### src/rtl/bp_fe_bht_upd_sched.sv
// BHT update scheduler: buffers resolved-branch updates in a small FIFO and drains
// one per cycle onto the BHT write port. Optional stats counters: BP_FE_BHT_UPD_STATS_EN.
module bp_fe_bht_upd_sched #(
    parameter int unsigned bht_idx_width_p = 9,
    parameter int unsigned fifo_els_p      = 4,
    parameter int unsigned flush_cycles_p  = 2
) (
    input  logic                                  clk_i,
    input  logic                                  reset_i,
    input  logic                                  upd_v_i,
    input  logic [bht_idx_width_p-1:0]            upd_idx_i,
    input  logic                                  upd_correct_i,
    output logic                                  upd_ready_o,
    input  logic                                  hold_i,
    input  logic                                  flush_i,
    output logic                                  w_v_o,
    output logic [bht_idx_width_p-1:0]            idx_w_o,
    output logic                                  correct_o,
    output logic [$clog2(fifo_els_p+1)-1:0]       pending_o,
    output logic                                  empty_o
`ifdef BP_FE_BHT_UPD_STATS_EN
    ,
    output logic [15:0]                           stat_wr_o,
    output logic [15:0]                           stat_drop_o
`endif
);

    localparam int unsigned ptr_width_lp   = $clog2(fifo_els_p);
    localparam int unsigned cnt_width_lp   = $clog2(fifo_els_p + 1);
    localparam int unsigned fcnt_width_lp  = (flush_cycles_p > 1) ? $clog2(flush_cycles_p) : 1;
    localparam int unsigned entry_width_lp = bht_idx_width_p + 1;

    localparam logic [0:0] e_run   = 1'b0;
    localparam logic [0:0] e_flush = 1'b1;

    logic [0:0]                state_q, state_d;
    logic [fcnt_width_lp-1:0]  fcnt_q, fcnt_d;
    logic [ptr_width_lp-1:0]   wr_ptr_q, wr_ptr_d;
    logic [ptr_width_lp-1:0]   rd_ptr_q, rd_ptr_d;
    logic [cnt_width_lp-1:0]   count_q, count_d;
    logic [entry_width_lp-1:0] mem_q [fifo_els_p];
    logic [entry_width_lp-1:0] mem_d [fifo_els_p];

    logic full_c, empty_c, enq_c, deq_c;

    // Handshake and write-port decode from current state
    always_comb begin
        full_c      = (count_q == cnt_width_lp'(fifo_els_p));
        empty_c     = (count_q == '0);
        upd_ready_o = (state_q == e_run) & ~full_c & ~flush_i;
        w_v_o       = (state_q == e_run) & ~empty_c & ~hold_i & ~flush_i;
        enq_c       = upd_v_i & upd_ready_o;
        deq_c       = w_v_o;
        {idx_w_o, correct_o} = mem_q[rd_ptr_q];
        pending_o   = count_q;
        empty_o     = empty_c;
    end

    // Next-state: flush wins over enqueue/dequeue in the same cycle
    always_comb begin
        state_d  = state_q;
        fcnt_d   = fcnt_q;
        wr_ptr_d = wr_ptr_q;
        rd_ptr_d = rd_ptr_q;
        count_d  = count_q;
        mem_d    = mem_q;

        if (flush_i) begin
            state_d  = e_flush;
            fcnt_d   = fcnt_width_lp'(flush_cycles_p - 1);
            wr_ptr_d = '0;
            rd_ptr_d = '0;
            count_d  = '0;
        end else begin
            if (enq_c) begin
                mem_d[wr_ptr_q] = {upd_idx_i, upd_correct_i};
                wr_ptr_d        = wr_ptr_q + ptr_width_lp'(1);
            end
            if (deq_c) begin
                rd_ptr_d = rd_ptr_q + ptr_width_lp'(1);
            end
            if (enq_c && !deq_c) begin
                count_d = count_q + cnt_width_lp'(1);
            end else if (!enq_c && deq_c) begin
                count_d = count_q - cnt_width_lp'(1);
            end
            if (state_q == e_flush) begin
                if (fcnt_q == '0) begin
                    state_d = e_run;
                end else begin
                    fcnt_d = fcnt_q - fcnt_width_lp'(1);
                end
            end
        end
    end

    always_ff @(posedge clk_i or posedge reset_i) begin
        if (reset_i) begin
            state_q  <= e_run;
            fcnt_q   <= '0;
            wr_ptr_q <= '0;
            rd_ptr_q <= '0;
            count_q  <= '0;
            for (int i = 0; i < int'(fifo_els_p); i++) begin
                mem_q[i] <= '0;
            end
        end else begin
            state_q  <= state_d;
            fcnt_q   <= fcnt_d;
            wr_ptr_q <= wr_ptr_d;
            rd_ptr_q <= rd_ptr_d;
            count_q  <= count_d;
            mem_q    <= mem_d;
        end
    end

`ifdef BP_FE_BHT_UPD_STATS_EN
    logic [15:0] stat_wr_q, stat_wr_d;
    logic [15:0] stat_drop_q, stat_drop_d;
    logic [16:0] drop_sum_c;

    // Saturating counters: writes issued, entries discarded by flush
    always_comb begin
        stat_wr_d   = stat_wr_q;
        stat_drop_d = stat_drop_q;
        drop_sum_c  = 17'(stat_drop_q) + 17'(count_q);
        if (w_v_o && (stat_wr_q != 16'hFFFF)) begin
            stat_wr_d = stat_wr_q + 16'd1;
        end
        if (flush_i) begin
            stat_drop_d = drop_sum_c[16] ? 16'hFFFF : drop_sum_c[15:0];
        end
    end

    always_ff @(posedge clk_i or posedge reset_i) begin
        if (reset_i) begin
            stat_wr_q   <= '0;
            stat_drop_q <= '0;
        end else begin
            stat_wr_q   <= stat_wr_d;
            stat_drop_q <= stat_drop_d;
        end
    end

    assign stat_wr_o   = stat_wr_q;
    assign stat_drop_o = stat_drop_q;
`endif

endmodule

### config.mk
export PLATFORM = sky130hd
export DESIGN_NAME = bp_fe_bht_upd_sched
export DESIGN_NICKNAME = d
export VERILOG_FILES = /design/src/rtl/bp_fe_bht_upd_sched.sv
export SDC_FILE = /design/constraint.sdc
export NUM_CORES = 1
export LEC_CHECK = 0
export ABC_AREA = 1
export CORE_ASPECT_RATIO = 1.5
export CORE_UTILIZATION = 45
export DETAILED_ROUTE_END_ITERATION = 10
export PLACE_DENSITY = 0.78
export SLEW_MARGIN = 10
export SYNTH_ARGS = -nofsm -noshare
export SYNTH_HDL_FRONTEND = slang
export SYNTH_SLANG_ARGS = --single-unit
### constraint.sdc
create_clock -name clk_i -period 1.7 [get_ports clk_i]
set_input_delay 0.34 -clock clk_i [delete_from_list [all_inputs] [get_ports clk_i]]
set_output_delay 0.34 -clock clk_i [all_outputs]
set_load 0.05 [all_outputs]
-- After elaboration in Yosys (flattened, before gate mapping)
Cells that the tools add are included.
- reduce and logical (&&, ||, !) cells: 11
- add/subtract/negate cells: 5
- bitwise gates (word level): 13
- multiply operators: 0
- eq/ne operators: 1
- divide/modulo/power cells: 0
- $lt $le $gt $ge: 3
- shifts and indexed selects: 0
- mux-type cells: 19
- operators by type and width (operator ; count):
    40-bit bitwise mux ; 1
    10-bit two-way mux ; 3
    10-bit binary-select mux with 2-bit select ; 1
    10-bit demux with 2-bit select ; 1
    3-bit two-way mux ; 3
    2-bit two-way mux ; 4
    1-bit AND ; 6
    3-bit >= comparator, second input constant ; 2
    1-bit two-way mux ; 6
    2-bit inverter with 3-bit output ; 2
    2-bit nonzero test ; 3
    1-bit inverter ; 5
    2-bit by 1-bit adder with 2-bit output, second input constant ; 2
    3-bit by 1-bit adder with 3-bit output, second input constant ; 1
    3-bit equality test, second input constant ; 1
    1-bit logical AND ; 3
    3-bit zero test ; 1
    3-bit by 1-bit less-than comparator with 1-bit output, second input constant ; 1
    3-bit nonzero test ; 1
    3-bit by 1-bit subtractor with 3-bit output, second input constant ; 1
    1-bit zero test ; 2
    2-bit AND reduction ; 1
    1-bit subtractor, second input constant ; 1
- input bits: 15
- output and inout bits: 16
- RAM bits: 0
- bits in read-only memories: 0
- memories kept: 0
- latch bits: 0
- register bits after elaboration: 49

-- Longest topological paths before layout
Gate-level depths: netlist of the first run.
- word-level depth: 10
- depth in mapped cells: 13
- depth with buffers taken out: 13

-- Least setup slack after synthesis of the first run
Ideal clock, no wire load.
- kind: reg-to-reg
- from: register count_q[2], in the netlist pending_o[2]
- to: register count_q[2], in the netlist pending_o[2]
- setup slack: -0.376 ns
- arrival time: 1.958 ns
- library setup time: 0.118 ns
- path buffers: 0
- stages on the path, launching flop included: 13
- path through: dfrtp_1 -> inv_1 -> nand2_1 -> nand3_1 -> nand2_4 -> inv_1 -> fa_1 -> xnor2_1 -> inv_1 -> nand2_1 -> nand2_1 -> nand2_1 -> nand2_1
- cells in the longest elaborated chain, start to end: 9
- ends and longest elaborated chain (what ; line ; text):
    from (decl) ; 40 ; logic [cnt_width_lp-1:0] count_q, count_d;
    from (signal assigned) ; 112 ; count_q <= count_d;
    3-bit zero test ; 49 ; empty_c = (count_q == '0);
    1-bit inverter ; 51 ; w_v_o = (state_q == e_run) & ~empty_c & ~hold_i & ~flush_i;
    1-bit AND (3 in series) ; 51 ;
    1-bit zero test ; 82 ; if (enq_c && !deq_c) begin
    1-bit logical AND ; 82 ;
    3-bit two-way mux ; 82 ;
    3-bit two-way mux ; 68 ; if (flush_i) begin
Parallel ways exist; a longest one is shown, timed or not. The select of a mux whose other input is x is not followed.
A chain may end at the register's enable or synchronous reset.

-- Final worst setup path of the first run
- from: register count_q[0], in the netlist pending_o[0]
- to: register count_q[2], in the netlist pending_o[2]
Same word-level chain as after synthesis.

==> out/qor.txt, run 1 <==
====================================================================================
Outcome                                                                 finished, violations left
Violated checks                                                         negative setup slack
Number of standard-cell rows in the floorplan                                     32
Element type at the critical path start                                         flop
Maximum number of pins on one net before global-route repair                      50
Number of cells in the finished layout apart from fillers                        389
Total number of nets in the final design                                         340
Power, Total                                                                 4.84 mW
Leakage                                                                      1.63 nW
Final-report max-slew violation count                                              0
Global-route wire length before repair                                       9080 um
Placement-stage cell area                                                   3040 um2
Die area                                                                    5750 um2
Synthesized area                                                            2450 um2
Violation count after the first detailed-route iteration                          83
Library cells used by synthesis                                                   22
Worst IR Drop VDD                                                            1070 uV
Syn nets                                                                         286
Leading cell types by total area after synthesis                        sky130_fd_sc_hd__dfrtp_1, sky130_fd_sc_hd__nand2_1, sky130_fd_sc_hd__o21ai_2
Number of synthesized register bits                                               49
Total CTS buffers                                                                  5
Count of fill cells added during filler insertion                                423
Critical path fanouts, max                                                         2
Routability cong.                                                              0.765
Transition time of the tightest slew-check pin                              0.369 ns
Number of primary I/O pins                                                        31
Fin worst setup slack                                                     -0.0575 ns
Detailed-route wire length                                                   5390 um
Post-synthesis sequential area ratio                                           50.1%
Tightest Hold Check Type                                                 in -> async
Number of input and output port buffers inserted                                  30
Fraction of post-synthesis cell area in the top cell type by area              50.1%
TritonCTS clock tree                                                             yes
Final ANT Viol Nets                                                                0
Avg Synthesized Cell Area                                                   9.21 um2
Hold Vio Cnt, Final                                                                0
Number of cells produced by synthesis                                            266
Number of detailed-route iterations in the first pass                              4
Worst-path clk slew                                                          0.09 ns
Skew final                                                                 0.0107 ns
Post-synthesis cell type with the largest combined area                 sky130_fd_sc_hd__dfrtp_1
Congestion Overflow GR                                                             0
Area growth from synthesis to layout                                           37.0%
Data required, critical path                                                 1.89 ns
Number of buffers inserted for hold repair after clock tree synthesis              0
Warnings from Yosys                                                                0
Vias in the first global route                                                 2,006
Number of sinks on the clock net                                                  49
Worst reg-to-reg path cell count                                                  13
Max-cap violations                                                                 0
Slew margin rel.                                                               75.4%
Core Box Area                                                               5200 um2
CTS H-tree depth                                                                   2
Final cycle utilization of the critical path                                    103%
RSZ-0062 raised after global routing                                            true
Number of antenna repair diodes                                                    0
Power per Cell Area                                                      1440 nW/um2
Peak clock frequency supported by timing                                   0.569 GHz
Avg WL per Cell                                                              13.9 um
Clock latency at the later pin of the worst-skew pair                        0.30 ns
Initial Util                                                                   47.0%
Longest Clk Path Bufs                                                              2
Initial antenna violation count                                                    0
Die span in x                                                                62.2 um
Data arrival time of the worst path                                          1.95 ns
Cell at the root of the clock tree                                      sky130_fd_sc_hd__clkbuf_8
Final-report setup violation count                                                12
Critical Setup Path Class                                                 reg -> reg
Layout cells sized above 1                                                     40.2%
Total instance count after detailed placement                                    373
Final instance area                                                         3360 um2
Count of vias placed by the detailed router                                    1,973
DRC violations left                                                                0
Vias per cell                                                                   5.07
Minimum clock period                                                         1.76 ns
Chip Height                                                                  92.3 um
Total routing usage reported by global routing                                 20.4%
Kind of capture point of the worst setup path                                   flop
Half-perimeter wire length after detailed placement                          3440 um
====================================================================================
==> cell usage after synthesis <==
cell type                  instances
sky130_fd_sc_hd__xnor2_1           1
sky130_fd_sc_hd__clkbuf_1          5
sky130_fd_sc_hd__o22ai_1          10
sky130_fd_sc_hd__nor2_8            1
sky130_fd_sc_hd__a21oi_1           5
sky130_fd_sc_hd__nand2_2          12
sky130_fd_sc_hd__nand2_1          42
sky130_fd_sc_hd__nor2_4            1
sky130_fd_sc_hd__fa_1              1
sky130_fd_sc_hd__nor2_1           22
sky130_fd_sc_hd__o21ai_1          24
sky130_fd_sc_hd__nor3_1            1
sky130_fd_sc_hd__buf_6             8
sky130_fd_sc_hd__nand2_4           6
sky130_fd_sc_hd__o21ai_0          23
sky130_fd_sc_hd__nand3_1           4
sky130_fd_sc_hd__dfrtp_1          49
sky130_fd_sc_hd__o21ai_2          18
sky130_fd_sc_hd__ha_1              4
sky130_fd_sc_hd__o31ai_1           1
sky130_fd_sc_hd__inv_1            27
sky130_fd_sc_hd__nor2_2            1
==> metrics by stage <==
| stage | utilization (%) | hold WS [ns] | setup TNS, ns | setup slack (ns) |
|---|---|---|---|---|
| 2_1_floorplan | - | 0.413 | -0.244 | -0.207 |
| 3_3_place_gp | 58.5 | 0.460 | -5.75 | -0.392 |
| 3_5_place_dp | 58.5 | 0.470 | -7.05 | -0.457 |
| 4_1_cts | 62.9 | 0.395 | -0.241 | -0.0544 |
| 5_1_grt | 64.5 | 0.407 | -1.22 | -0.184 |
| 6_report | 64.5 | 0.383 | -0.427 | -0.0575 |
==> timing repair <==
item | CTS | global route
resized for setup | 38 | 23
buffers inserted | 4 | 2
setup endpoints to repair | 13 | 14
cloned | 2 | 0
pin swaps | 15 | 5
==> path summary, 6_finish.rpt <==
path                                 to  slack [ns]    startpoint
max in group asynchronous   rd_ptr_q[0]        1.06       reset_i
min                           mem_q[24]        0.38       reset_i
max                        pending_o[2]       -0.06  pending_o[0]
max reg2reg                pending_o[2]       -0.06  pending_o[0]
min reg2reg                   mem_q[35]        0.49     mem_q[35]
min in group clk_i            mem_q[35]        0.49     mem_q[35]
==> report_power, final <==
part           leakage [nW]  switching (mW)  internal [mW]
Combinational         0.913            1.31           1.03
Sequential            0.648           0.152           1.39
Clock                0.0681           0.374          0.584
==> logic make-up after synthesis <==
kind of cell	share of synthesized area, %
adder cells (fa/ha/maj)	2.86
AND/OR/NAND/NOR	18.2
AO/OA/AOI/OAI	19.9
XOR/XNOR	0.358
flip-flops	50.1
buffers and inverters	8.58
==> cell type report <==
type | count | area, um2 | share of cell area [%]
clock inverter | 3 | 65.1 | 1.94
clock buffer | 5 | 68.8 | 2.05
sequential | 49 | 1230 | 36.7
timing repair buffer | 60 | 654 | 19.5
multi-input combinational | 177 | 1140 | 34.1
tap | 68 | 85.1 | 2.54
inverter | 27 | 106 | 3.17
==> worst max-delay path: stages (launching register included) <==
cell	delay [ns]
sky130_fd_sc_hd__dfrtp_2	0.43
sky130_fd_sc_hd__nor2_4	0.13
sky130_fd_sc_hd__nand2_2	0.09
sky130_fd_sc_hd__nand2_4	0.09
sky130_fd_sc_hd__nor2_8	0.04
sky130_fd_sc_hd__nand2_4	0.08
sky130_fd_sc_hd__inv_4	0.03
sky130_fd_sc_hd__fa_2	0.36
sky130_fd_sc_hd__xnor2_2	0.14
sky130_fd_sc_hd__inv_1	0.06
sky130_fd_sc_hd__nand2_1	0.05
sky130_fd_sc_hd__nand2_1	0.04
sky130_fd_sc_hd__nand2_1	0.05
sky130_fd_sc_hd__nand2_1	0.04
==> sequential cells by signal (all words and copies together), names as in the netlist <==
signal and count:
wr_ptr_q 2, mem_q 40, pending_o 3, fcnt_q 1
rd_ptr_q 2, state_q 1
==> metal layers <==
layer | track usage [%] | up-vias | part of all wire (%) | wire [um]
li1 | - | 982 | - | -
met2 | 37.6 | 38 | 54 | 2910
met1 | 23.4 | 944 | 41 | 2190
met4 | 6.98 | 0 | 2.2 | 118
met3 | 3.69 | 9 | 3.2 | 173
met5 | 0 | - | 0 | 0
==> placed cells by master, fill, tap and decap left out, drive strengths merged, types with 4 or more instances in the layout <==
cell / netlist / routed
a21oi: 5 / 5
clkdlybuf4s50: 0 / 13
ha: 4 / 4
o21ai: 65 / 65
nand2: 60 / 60
o22ai: 10 / 10
nor2: 25 / 25
inv: 27 / 27
dfrtp: 49 / 49
buf: 8 / 46
clkbuf: 5 / 5
nand3: 4 / 4
Note: power is estimated with default switching activity, not from simulation.
==> run 2, diff against run 1 <==
- clock period: 1.7 -> 1.5 ns (I/O delays scaled with it)
==> out/qor.txt, run 2 (synthesis results as in run 1) <==
=====================================================================================
Met2 wire length                                                              3020 um   +3.7%
Critical path fanouts, max                                                         12   +10
Total number of nets in the final design                                          345   +1.5%
Worst Path Buf+Inv                                                                  3   +1
Power per Cell Area                                                       1580 nW/um2   +9.3%
Element type at the critical path start                                          flop
Commonest non-fill, non-tap cells in the layout                          sky130_fd_sc_hd__dfrtp_1, sky130_fd_sc_hd__nand2_1, sky130_fd_sc_hd__o21ai_2
Data arrival time of the worst path                                           1.50 ns   -0.45 ns
Kind of capture point of the worst setup path                             output port
Worst IR Drop VDD                                                             1380 uV   +28%
Half-perimeter wire length after detailed placement                           3700 um   +7.4%
TritonCTS clock tree                                                              yes
Worst r2r src                                                            pending_o[0]
Most frequent standard cell in the layout excluding fill and tap cells   sky130_fd_sc_hd__dfrtp_1
Worst-path clk slew                                                           0.08 ns   about the same
Fin worst setup slack                                                       -0.297 ns   -0.239 ns
Chain of cells forming the critical path                                 inv_2 -> buf_12 -> nor2_1 -> o22ai_4 -> buf_6
Congestion Overflow GR                                                              0   unchanged
Final ANT Viol Nets                                                                 0   unchanged
CP max stage delay                                                            0.48 ns   +0.05 ns
Number of input and output port buffers inserted                                   30   unchanged
Skew final                                                                 0.00681 ns   -0.00390 ns
Tightest Hold Check Type                                                  in -> async
Violated checks                                                          negative setup slack
Initial antenna violation count                                                     0   unchanged
Number of antenna repair diodes                                                     0   unchanged
Total CTS buffers                                                                   5   unchanged
Register with the most flip-flops                                               mem_q
Cell at the root of the clock tree                                       sky130_fd_sc_hd__clkbuf_8
Count of vias placed by the detailed router                                     2,029   +2.8%
Share of total power in sequential cells                                        31.8%   about the same
DRC violations left                                                                 0   unchanged
Longest Clk Path Bufs                                                               2   unchanged
Global-route wire length before repair                                        8960 um   -1.3%
Slew margin rel.                                                                84.4%   +9.0 points
Outcome                                                                  finished, violations left
Leakage                                                                       1.64 nW   +0.49%
Final instance area                                                          3550 um2   +5.8%
Share of power burned in the clock network                                      16.0%   -3.8 points
Layout cells sized above 1                                                      44.6%   +4.4 points
Number of standard-cell rows in the floorplan                                      32   unchanged
Area growth from synthesis to layout                                            45.0%
Data required, critical path                                                  1.20 ns   -0.69 ns
RSZ-0062 raised after global routing                                             true
Switching portion of total power                                                39.8%   +1.8 points
Worst reg-to-reg path cell count                                                   13   unchanged
Number of detailed-route iterations in the first pass                               4   unchanged
Initial Util                                                                    47.0%   unchanged
Hold Vio Cnt, Final                                                                 0   unchanged
Switching Power                                                               2.23 mW   +21%
Die area                                                                     5750 um2   unchanged
Vias per cell                                                                    5.16   +1.8%
Avg WL per Cell                                                               13.9 um   +0.58%
Wire length on met1                                                           2190 um   unchanged
Total routing usage reported by global routing                                  19.9%   -0.43 points
Number of primary I/O pins                                                         31   unchanged
Number of sinks on the clock net                                                   49   unchanged
Number of flip-flops in the largest register                                       40   unchanged
Detailed-route wire length                                                    5480 um   +1.6%
Endpoint of the worst-slack reg-to-reg timing path                       pending_o[2]
Routability cong.                                                               0.743   -2.8%
Final total negative setup slack                                             -3.30 ns   -2.87 ns
Maximum number of pins on one net before global-route repair                       42   -16%
Die span in x                                                                 62.2 um   unchanged
Transition time of the tightest slew-check pin                               0.233 ns   -0.136 ns
Final cycle utilization of the critical path                                     120%
Vias in the first global route                                                  1,961   -2.2%
Final-report max-slew violation count                                               0   unchanged
Peak clock frequency supported by timing                                    0.557 GHz
Clock latency at the later pin of the worst-skew pair                         0.30 ns   about the same
Chip Height                                                                   92.3 um   unchanged
Core Box Area                                                                5200 um2   unchanged
Share of power burned in combinational logic                                    52.2%   +3.8 points
Violation count after the first detailed-route iteration                           76   -8.4%
Register-to-Register Setup Slack                                             -0.24 ns   -0.18 ns
CTS H-tree depth                                                                    2   unchanged
P_int                                                                         3.37 mW   +12%
Top routing layer used                                                           met4
Count of fill cells added during filler insertion                                 385   -9.0%
Critical Setup Path Class                                                  reg -> out
Gate family responsible for the most delay along the worst path            flip-flops
Met3 WL post-DR                                                                179 um   +3.5%
Max-cap violations                                                                  0   unchanged
Slowest CP cell                                                          sky130_fd_sc_hd__dfrtp_2
Final-report setup violation count                                                 16   +4
Placement-stage cell area                                                    3230 um2   +6.0%
Minimum clock period                                                          1.80 ns
=====================================================================================
==> run 2: cell type report <==
class	instances	area, um2	share of cell area [%]
repair buffers	65	716	20.2
multi-input cells	177	1310	36.8
flip-flops and latches	49	1230	34.7
clock buffers	5	68.8	1.94
clock inverters	2	35.0	0.987
inverters	27	108	3.03
well taps	68	85.1	2.40
==> run 2: worst max-delay path by stage <==
stage                            start           end  cells past startpoint
final                      rd_ptr_q[0]    idx_w_o[5]                      5
after global routing      pending_o[0]  pending_o[2]                     13
after CTS                  rd_ptr_q[0]    idx_w_o[2]                      5
after detailed placement       flush_i  pending_o[2]                     12
after global placement         flush_i  pending_o[2]                     13
after floorplan           pending_o[1]  pending_o[2]                     13
==> run 2: what timing repair did <==
item	in CTS	in global routing
pin swaps	4	3
cloned	0	1
setup endpoints to repair	41	38
gates resized for setup	51	27
hold buffers	0	0
setup buffers	3	4
==> run 2: metrics by stage <==
| stage | hold WS (ns) | util [%] | setup slack (ns) | instances | power [mW] |
|---|---|---|---|---|---|
| 2_1_floorplan | 0.373 | - | -0.390 | 266 | 3.46 |
| 6_report | 0.231 | 68.2 | -0.297 | 393 | 5.60 |
| 5_1_grt | 0.254 | 68.2 | -0.362 | 393 | 5.87 |
| 3_5_place_dp | 0.470 | 62.0 | -0.570 | 387 | 4.33 |
| 4_1_cts | 0.237 | 66.9 | -0.257 | 397 | 5.52 |
| 3_3_place_gp | 0.459 | 62.0 | -0.507 | 387 | 4.28 |
==> run 2: metal layers <==
| metal | GRT usage, % | up-vias |
|---|---|---|
| met4 | 6.01 | 0 |
| met5 | 0 | - |
| met3 | 3.69 | 9 |
| li1 | - | 991 |
| met2 | 37.2 | 46 |
| met1 | 22.9 | 983 |
==> run 2: power groups by stage <==
stage | logic, mW | clock network, mW | registers, mW
after global routing | 3.09 | 0.973 | 1.81
final | 2.92 | 0.893 | 1.78
after global placement | 2.55 | 0 | 1.73
after floorplan | 1.62 | 0 | 1.84
after CTS | 2.85 | 0.914 | 1.75
after detailed placement | 2.59 | 0 | 1.74
==> run 3, diff against run 2 <==
- CTS_CLUSTER_DIAMETER: unset -> 50
==> results of run 3 <==
Final layout, timing and power as in run 2 (identical DEF).
